**src/rtl/dro_pulse_scheduler.sv**
```systemverilog
// Round-robin scheduler sharing one DRO cell between NREQ requesters,
// enforcing set/reset pulse spacing and sampling dro_out after readout.
module dro_pulse_scheduler #(
  parameter int NREQ    = 2,
  parameter int SET_GAP = 3,
  parameter int RST_GAP = 2,
  parameter int RD_WIN  = 4
) (
  input  logic            clk,
  input  logic            rst_n,
  input  logic [NREQ-1:0] req,
  input  logic [NREQ-1:0] op,
  output logic [NREQ-1:0] gnt,
  output logic            done,
  output logic [2:0]      done_id,
  output logic            rd_data,
  output logic            busy,
  output logic            stored,
  output logic            spur,
  output logic            dro_set,
  output logic            dro_reset,
  input  logic            dro_out
);

  typedef enum logic [2:0] {IDLE, GNT, WAIT, PULSE, RDWIN} state_t;

  localparam logic [2:0] LAST = 3'(NREQ - 1);
  localparam logic [3:0] NR4  = 4'(NREQ);

  state_t          state, state_nx;
  logic [2:0]      win, win_nx, ptr, ptr_nx;
  logic            win_op, win_op_nx, cap, cap_nx;
  logic [3:0]      gap_cnt, gap_nx, win_cnt, win_cnt_nx;
  logic [NREQ-1:0] gnt_nx, gnt_sel;
  logic            done_nx, rd_data_nx, busy_nx, stored_nx, spur_nx, set_nx, reset_nx;
  logic [2:0]      done_id_nx;

  logic [2*NREQ-1:0] req2;
  logic              found, op_sel, gap_ok;
  logic [2:0]        off, pick;
  logic [3:0]        sum;

  // Rotate requests so bit 0 is the round-robin start, then map back.
  always_comb begin
    req2    = {req, req} >> ptr;
    found   = 1'b0;
    off     = '0;
    for (int unsigned i = 0; i < NREQ; i++) begin
      if (!found && req2[i]) begin
        found = 1'b1;
        off   = i[2:0];
      end
    end
    sum     = {1'b0, ptr} + {1'b0, off};
    sum     = (sum >= NR4) ? (sum - NR4) : sum;
    pick    = sum[2:0];
    op_sel  = 1'b0;
    gnt_sel = '0;
    for (int unsigned j = 0; j < NREQ; j++) begin
      if (pick == j[2:0]) begin
        op_sel     = op[j];
        gnt_sel[j] = 1'b1;
      end
    end
  end

  assign gap_ok = (gap_cnt <= 4'd1);

  always_comb begin
    state_nx   = state;
    win_nx     = win;
    win_op_nx  = win_op;
    ptr_nx     = ptr;
    cap_nx     = cap;
    win_cnt_nx = win_cnt;
    gap_nx     = (gap_cnt != 4'd0) ? gap_cnt - 4'd1 : 4'd0;
    gnt_nx     = '0;
    done_nx    = 1'b0;
    done_id_nx = done_id;
    rd_data_nx = 1'b0;
    set_nx     = 1'b0;
    reset_nx   = 1'b0;
    stored_nx  = stored;
    spur_nx    = spur | (dro_out & (state != RDWIN));

    case (state)
      IDLE: begin
        if (found) begin
          state_nx  = GNT;
          win_nx    = pick;
          win_op_nx = op_sel;
          ptr_nx    = (pick == LAST) ? 3'd0 : pick + 3'd1;
          gnt_nx    = gnt_sel;
        end
      end
      GNT, WAIT: begin
        if (gap_ok) begin
          state_nx = PULSE;
          if (win_op) begin
            set_nx     = 1'b1;
            done_nx    = 1'b1;
            done_id_nx = win;
            gap_nx     = 4'(SET_GAP);
          end else begin
            reset_nx   = 1'b1;
            gap_nx     = 4'(RST_GAP);
          end
        end else begin
          state_nx = WAIT;
        end
      end
      PULSE: begin
        if (win_op) begin
          stored_nx = 1'b1;
          state_nx  = IDLE;
        end else begin
          stored_nx  = 1'b0;
          cap_nx     = 1'b0;
          win_cnt_nx = 4'(RD_WIN - 1);
          state_nx   = RDWIN;
          if (RD_WIN == 1) begin
            done_nx    = 1'b1;
            done_id_nx = win;
            rd_data_nx = dro_out;
          end
        end
      end
      RDWIN: begin
        cap_nx = cap | dro_out;
        // done is registered, so it is raised from the second-to-last window
        // cycle; the final cycle's sample only serves the spur guard.
        if (win_cnt == 4'd1) begin
          done_nx    = 1'b1;
          done_id_nx = win;
          rd_data_nx = cap | dro_out;
        end
        if (win_cnt == 4'd0) state_nx = IDLE;
        else                 win_cnt_nx = win_cnt - 4'd1;
      end
      default: state_nx = IDLE;
    endcase

    busy_nx = (state_nx != IDLE);
  end

  always_ff @(posedge clk or negedge rst_n) begin
    if (!rst_n) begin
      state     <= IDLE;
      win       <= '0;
      win_op    <= 1'b0;
      ptr       <= '0;
      cap       <= 1'b0;
      gap_cnt   <= '0;
      win_cnt   <= '0;
      gnt       <= '0;
      done      <= 1'b0;
      done_id   <= '0;
      rd_data   <= 1'b0;
      busy      <= 1'b0;
      stored    <= 1'b0;
      spur      <= 1'b0;
      dro_set   <= 1'b0;
      dro_reset <= 1'b0;
    end else begin
      state     <= state_nx;
      win       <= win_nx;
      win_op    <= win_op_nx;
      ptr       <= ptr_nx;
      cap       <= cap_nx;
      gap_cnt   <= gap_nx;
      win_cnt   <= win_cnt_nx;
      gnt       <= gnt_nx;
      done      <= done_nx;
      done_id   <= done_id_nx;
      rd_data   <= rd_data_nx;
      busy      <= busy_nx;
      stored    <= stored_nx;
      spur      <= spur_nx;
      dro_set   <= set_nx;
      dro_reset <= reset_nx;
    end
  end

endmodule
```
**config.mk**
```make
export PLATFORM = sky130hd
export DESIGN_NAME = dro_pulse_scheduler
export DESIGN_NICKNAME = d
export VERILOG_FILES = /design/src/rtl/dro_pulse_scheduler.sv
export SDC_FILE = /design/constraint.sdc
export NUM_CORES = 1
export LEC_CHECK = 0
export ABC_CLOCK_PERIOD_IN_PS = 3000
export CAP_MARGIN = 10
export CORE_ASPECT_RATIO = 2
export CORE_MARGIN = 3
export CORE_UTILIZATION = 54
export DETAILED_ROUTE_END_ITERATION = 8
export HOLD_SLACK_MARGIN = 0.03
export PLACE_DENSITY = 0.78
export SLEW_MARGIN = 10
export SYNTH_ARGS = -nofsm -noshare
export SYNTH_HDL_FRONTEND = slang
export SYNTH_SLANG_ARGS = --single-unit
```
**constraint.sdc**
```tcl
create_clock -name clk -period 3 [get_ports clk]
set_input_delay 0.45 -clock clk [delete_from_list [all_inputs] [get_ports clk]]
set_output_delay 0.45 -clock clk [all_outputs]
set_load 0.005 [all_outputs]
```
# Yosys cells after proc, flatten, opt, wreduce, memory -nomap -nowiden
# Cells that the tools add are included.
# totals
register_bits	31
wordCells	92
# op_classes
addsub	5
magnitude_cmp	2
n_eq_ne	12
shifts	1
muxes	39
n_bitwise	3
n_reduce_logical	14
# ops
operator	n
$mux 3	8
$mux 4	5
$mux 1	19
$pmux 3 s4	1
$ne 2x2->1 const B	5
$pmux 4 s2	1
$sub 4x1->4 const B	2
$eq 3x1->1 const B	2
$eq 3x2->1 const B	2
$logic_not 3->1	2
$pmux 3 s2	1
$add 3x1->4	1
$eq 4x1->1 const B	1
$ge 4x2->1 const B	1
$le 4x1->1 const B	1
$logic_not 4->1	1
$mux 2	2
$pmux 1 s2	2
$reduce_and 2->1	2
$reduce_and 4->1	1
$reduce_bool 2->1	2
$reduce_bool 4->1	1
$shr 4x3->2	1
$add 3x1->3 const B	1
other kinds (10)	11

# Longest topological paths before layout
# depth
depth_word	12
mapped_depth	9
ltp_nobuf	8

# Least setup slack after synthesis
# OpenSTA, ideal clock, no wires.
# synth_path
path_type	in2reg
start	input req[1]
end	register win_op
setup_ns	0.125
arrival_ns	2.410
t_required_ns	2.875
slack_ns	0.465
stages	7
n_path_buf	1
path_cell_list	or4b_2 -> a21oi_1 -> ha_1 -> ha_1 -> clkbuf_1 -> o311a_1 -> mux2_2
# synth_via
elab_chain_len	11
elab_cells_between_ends	15
classes_between	add/sub (2); order compare (1); eq/ne (1); shift (1); mux (6); reduce/logical (4)
# synth_lines
item	line	source
from (decl)	11	input logic [NREQ-1:0] req,
$shr 4x3->2 *	45	req2 = {req, req} >> ptr;
$mux 1	49	if (!found && req2[i]) begin
$logic_not 1->1	49	
$logic_and 1x1->1	49	
$mux 1	49	
$add 3x1->4	54	sum = {1'b0, ptr} + {1'b0, off};
$ge 4x2->1 / $sub 3x2->3 (equally long branches)	55	sum = (sum >= NR4) ? (sum - NR4) : sum;
$mux 3	55	
$logic_not 3->1	60	if (pick == j[2:0]) begin
$mux 1 (2 in series)	60	
to (signal assigned)	167	win_op <= win_op_nx;
to (decl)	32	logic win_op, win_op_nx, cap, cap_nx;
# Mark *: on every way between the ends. The rest lies on a longest branch, timed or not.
# A chain may end at the register's enable or synchronous reset.

# Worst setup path after layout
# layout_path
start	input req[1]
end	register ptr[2]
# layout_via
elab_chain_len	10
elab_cells_between_ends	14
classes_between	add/sub (3); order compare (1); eq/ne (1); shift (1); mux (5); reduce/logical (3)
# layout_lines
item	line	source
$shr 4x3->2 *	45	
$mux 1	49	
$logic_not 1->1	49	
$logic_and 1x1->1	49	
$mux 1	49	
$add 3x1->4	54	
$ge 4x2->1 / $sub 3x2->3 (equally long branches)	55	
$mux 3	55	
$add 3x1->3 / $eq 3x1->1 (equally long branches)	92	ptr_nx = (pick == LAST) ? 3'd0 : pick + 3'd1;
$mux 3	92	
to (signal assigned)	168	ptr <= ptr_nx;
to (decl)	31	logic [2:0] win, win_nx, ptr, ptr_nx;
# Marks and branches as above.

==> results.sh <==
export IMPL_h_tree_depth=2
export IMPL_finalCoreUtilization_pct=69.2
export IMPL_synth_cells=142
export IMPL_p_leak_nw=0.806
export IMPL_final_nets=171
export IMPL_peakVddDrop_v=0.000738
export IMPL_rrSetupSlack_ps=420
export IMPL_rsz0062_at_grt="false"
export IMPL_clock_path_buffers=2
export IMPL_regArea_um2=776
export IMPL_grt_max_degree=32
export IMPL_drtAntennaViolNets=0
export IMPL_fin_worst_skew_ps=10.5
export IMPL_power_density_mw_per_mm2=968
export IMPL_r2r_start="ptr[0]$_DFFE_PN0P_"
export IMPL_rr_endpoint="ptr[2]$_DFFE_PN0P_"
export IMPL_clk_latency_ps=290
export IMPL_synthArstFlopShare_pct=100
export IMPL_whs_endpoint="spur$_DFF_PN0_"
export IMPL_arrival_ps=2980
export IMPL_area_delta_synth_final_pct=19.7
export IMPL_period_minus_slack_ps=2770
export IMPL_worst_setup_path_start_kind="primary input"
export IMPL_ys_ff_latch=31
export IMPL_netlist_top_cells_count="31 x dfrtp_1, 9 x inv_1, 8 x nor2_1, 8 x o21ai_0, 7 x mux2_2"
export IMPL_yosys_area_top_type="dfrtp_1"
export IMPL_wl_per_cell_um=17.2
export IMPL_p_comb_share_pct=36.4
export IMPL_period_share_pct=92.3
export IMPL_synthesis_area_mm2=0.00152
export IMPL_cts_tree="yes"
export IMPL_grt_pass1_wl_mm=5.51
export IMPL_cts_buffers=5
export IMPL_io_pins=19
export IMPL_core_area_mm2=0.00264
export IMPL_intPower_mw=1.13
export IMPL_seq_area_frac_synth_pct=50.9
export IMPL_drive_gt1_share_pct=14.9
export IMPL_place_gp_congestion=0.760
export IMPL_clk_pin_slew_ps=70
export IMPL_setup_tns_ps=0
export IMPL_synth_nets=153
export IMPL_synth_area_top_cells="dfrtp_1 51%, mux2_2 5.2%, ha_1 3.3%, o21ai_0 2.6%, nand4_1 2.5%"
export IMPL_crit_fanout=8
export IMPL_maxCapViolCount=0
export IMPL_status="finished, final reports clean"
export IMPL_grt_pass1_vias=1254
export IMPL_switchingPower_mw=0.634
export IMPL_cts_setup_buffers=0
export IMPL_synth_top_flop_cell="dfrtp_1"
export IMPL_synth_edf_count=0
export IMPL_wirelength_mm=3.25
export IMPL_multi_input_area_um2=667
export IMPL_worst_hold_path_type="reg2reg"
export IMPL_worst_pin_slew_ps=711
export IMPL_cts_sinks=31
export IMPL_grt_usage_pct=21.1
export IMPL_r2r_cells=8
export IMPL_syn_area_per_cell_um2=10.7
export IMPL_drc=0
export IMPL_antenna_cells=0
export IMPL_setup_viol=0
export IMPL_p_seq_share_pct=39.2
export IMPL_required_ps=3210
export IMPL_fmax_ghz=0.361
export IMPL_port_buffers=18
export IMPL_cp_end_kind="flip-flop"
export IMPL_chipHeight_um=81.1
export IMPL_p_sw_share_pct=35.9
export IMPL_rows=26
export IMPL_yosysUniqueCellTypes=42
export IMPL_start_util_pct=57.8
export IMPL_crit_type="in2reg"
export IMPL_viasPerCell=6.33
export IMPL_die_w_um=43.6
export IMPL_worstHoldStart="spur$_DFF_PN0_"
export IMPL_p_clk_share_pct=24.4
export IMPL_synth_most_common_cell="dfrtp_1"
export IMPL_drt_iter0_drc=31
export IMPL_yosysTopAreaCellShare_pct=50.9
export IMPL_hpwl_mm=2.46
export IMPL_cts_root_buf="clkbuf_8"
export IMPL_yosysWarnings=0
export IMPL_grt_overflow_total=0
export IMPL_ctsResizeCount=0
export IMPL_via_count=1197
export IMPL_fillers=201
export IMPL_hold_buffers=0
export IMPL_antenna_found_initial=0
export IMPL_slew_limit_headroom_pct=52.5
export IMPL_dieArea_mm2=0.00353
export IMPL_holdPathStages=1
export IMPL_finalHoldViolations=0
export IMPL_first_pass_iters=4
export IMPL_slew_violations=0
[flip-flops by register name (all words and copies together) (netlist names)]
name,cells
stored,1
win,3
rd_data,1
win_cnt,4
state,3
spur,1
dro_reset,1
gnt,2
ptr,3
busy,1
cap,1
win_op,1
done_id,3
dro_set,1
gap_cnt,4
done,1
[per-stage QoR]
step,setup slack [ps],std cells,power [mW],area (µm²),hold WS (ps)
global route,31.6,189,1.87,1820,492
detailed placement,-32.4,181,1.35,1710,459
finish,232,189,1.77,1820,466
floorplan,465,142,1.11,1520,154
global placement,54.8,181,1.29,1710,442
CTS,254,189,1.77,1820,474
[cells by family (layout without fill, tap and decap cells)]
logic type / Yosys count / after routing / share of synthesized area (%)
buffers and inverters: 18 / 37 / 5.34
XOR/XNOR: 4 / 4 / 2.30
multiplexers: 9 / 9 / 6.49
adder cells (fa/ha/maj): 4 / 4 / 3.28
flip-flops: 31 / 31 / 50.9
AO/OA/AOI/OAI: 32 / 32 / 14.0
AND/OR/NAND/NOR: 44 / 44 / 17.7
[cell usage in the layout, fill, tap and decap left out, drive strengths merged, types with 2 or more instances in the layout]
cell type / count
dfrtp: 31
clkdlybuf4s50: 18
inv: 9
nor2: 8
o21ai: 8
mux2: 7
a21oi: 6
nand4: 6
clkbuf: 6
nand2: 5
nand3b: 4
ha: 4
nor4: 3
o211ai: 3
a211oi: 3
or4b: 3
or3b: 3
xnor2: 2
nand2b: 2
o31a: 2
nor3: 2
xor2: 2
nand3: 2
nor3b: 2
mux2i: 2
a31o: 2
a31oi: 2
buf: 2
[routing by layer]
metal	GRT usage (%)	wire length, µm	share of wire (%)	vias to the layer above
met2	38.3	1770	55	35
met3	4.88	138	4.2	16
li1	-	-	-	550
met1	18.9	1150	35	596
met4	16.0	189	5.8	0
met5	0	0	0	-
[cell type report]
type / count / area share [%]
Sequential cell: 31 / 42.5
Multi-Input combinational cell: 93 / 36.6
Inverter: 9 / 1.85
Tap cell: 28 / 1.92
Clock buffer: 6 / 4.53
Clock inverter: 2 / 1.92
Timing Repair Buffer: 20 / 10.7
[power groups by stage]
stage          clock (mW)  sequential [mW]  combinational [mW]
3_5_place_dp            0            0.696               0.649
3_3_place_gp            0            0.684               0.608
4_1_cts             0.433            0.691               0.651
5_1_grt             0.446            0.713               0.709
6_report            0.430            0.693               0.642
2_1_floorplan           0            0.621               0.493
[critical path, stage by stage]
cell,delay (ps)
clkdlybuf4s50_1,430
or4b_2,680
a21oi_1,150
ha_1,240
ha_1,340
nand4b_1,230
a31oi_1,270
a2bb2oi_1,190
[worst max path at each step]
stage	startpoint	endpoint	slack [ps]	depth (start not counted)
after floorplan	req[1]	win_op$_DFFE_PN0P_	470	7
after global placement	req[1]	ptr[2]$_DFFE_PN0P_	50	8
after detailed placement	req[1]	ptr[2]$_DFFE_PN0P_	-30	8
after CTS	req[1]	ptr[2]$_DFFE_PN0P_	250	8
after global routing	req[1]	ptr[2]$_DFFE_PN0P_	30	8
final	req[1]	ptr[2]$_DFFE_PN0P_	230	8
Power figures use the tool's default switching activity.
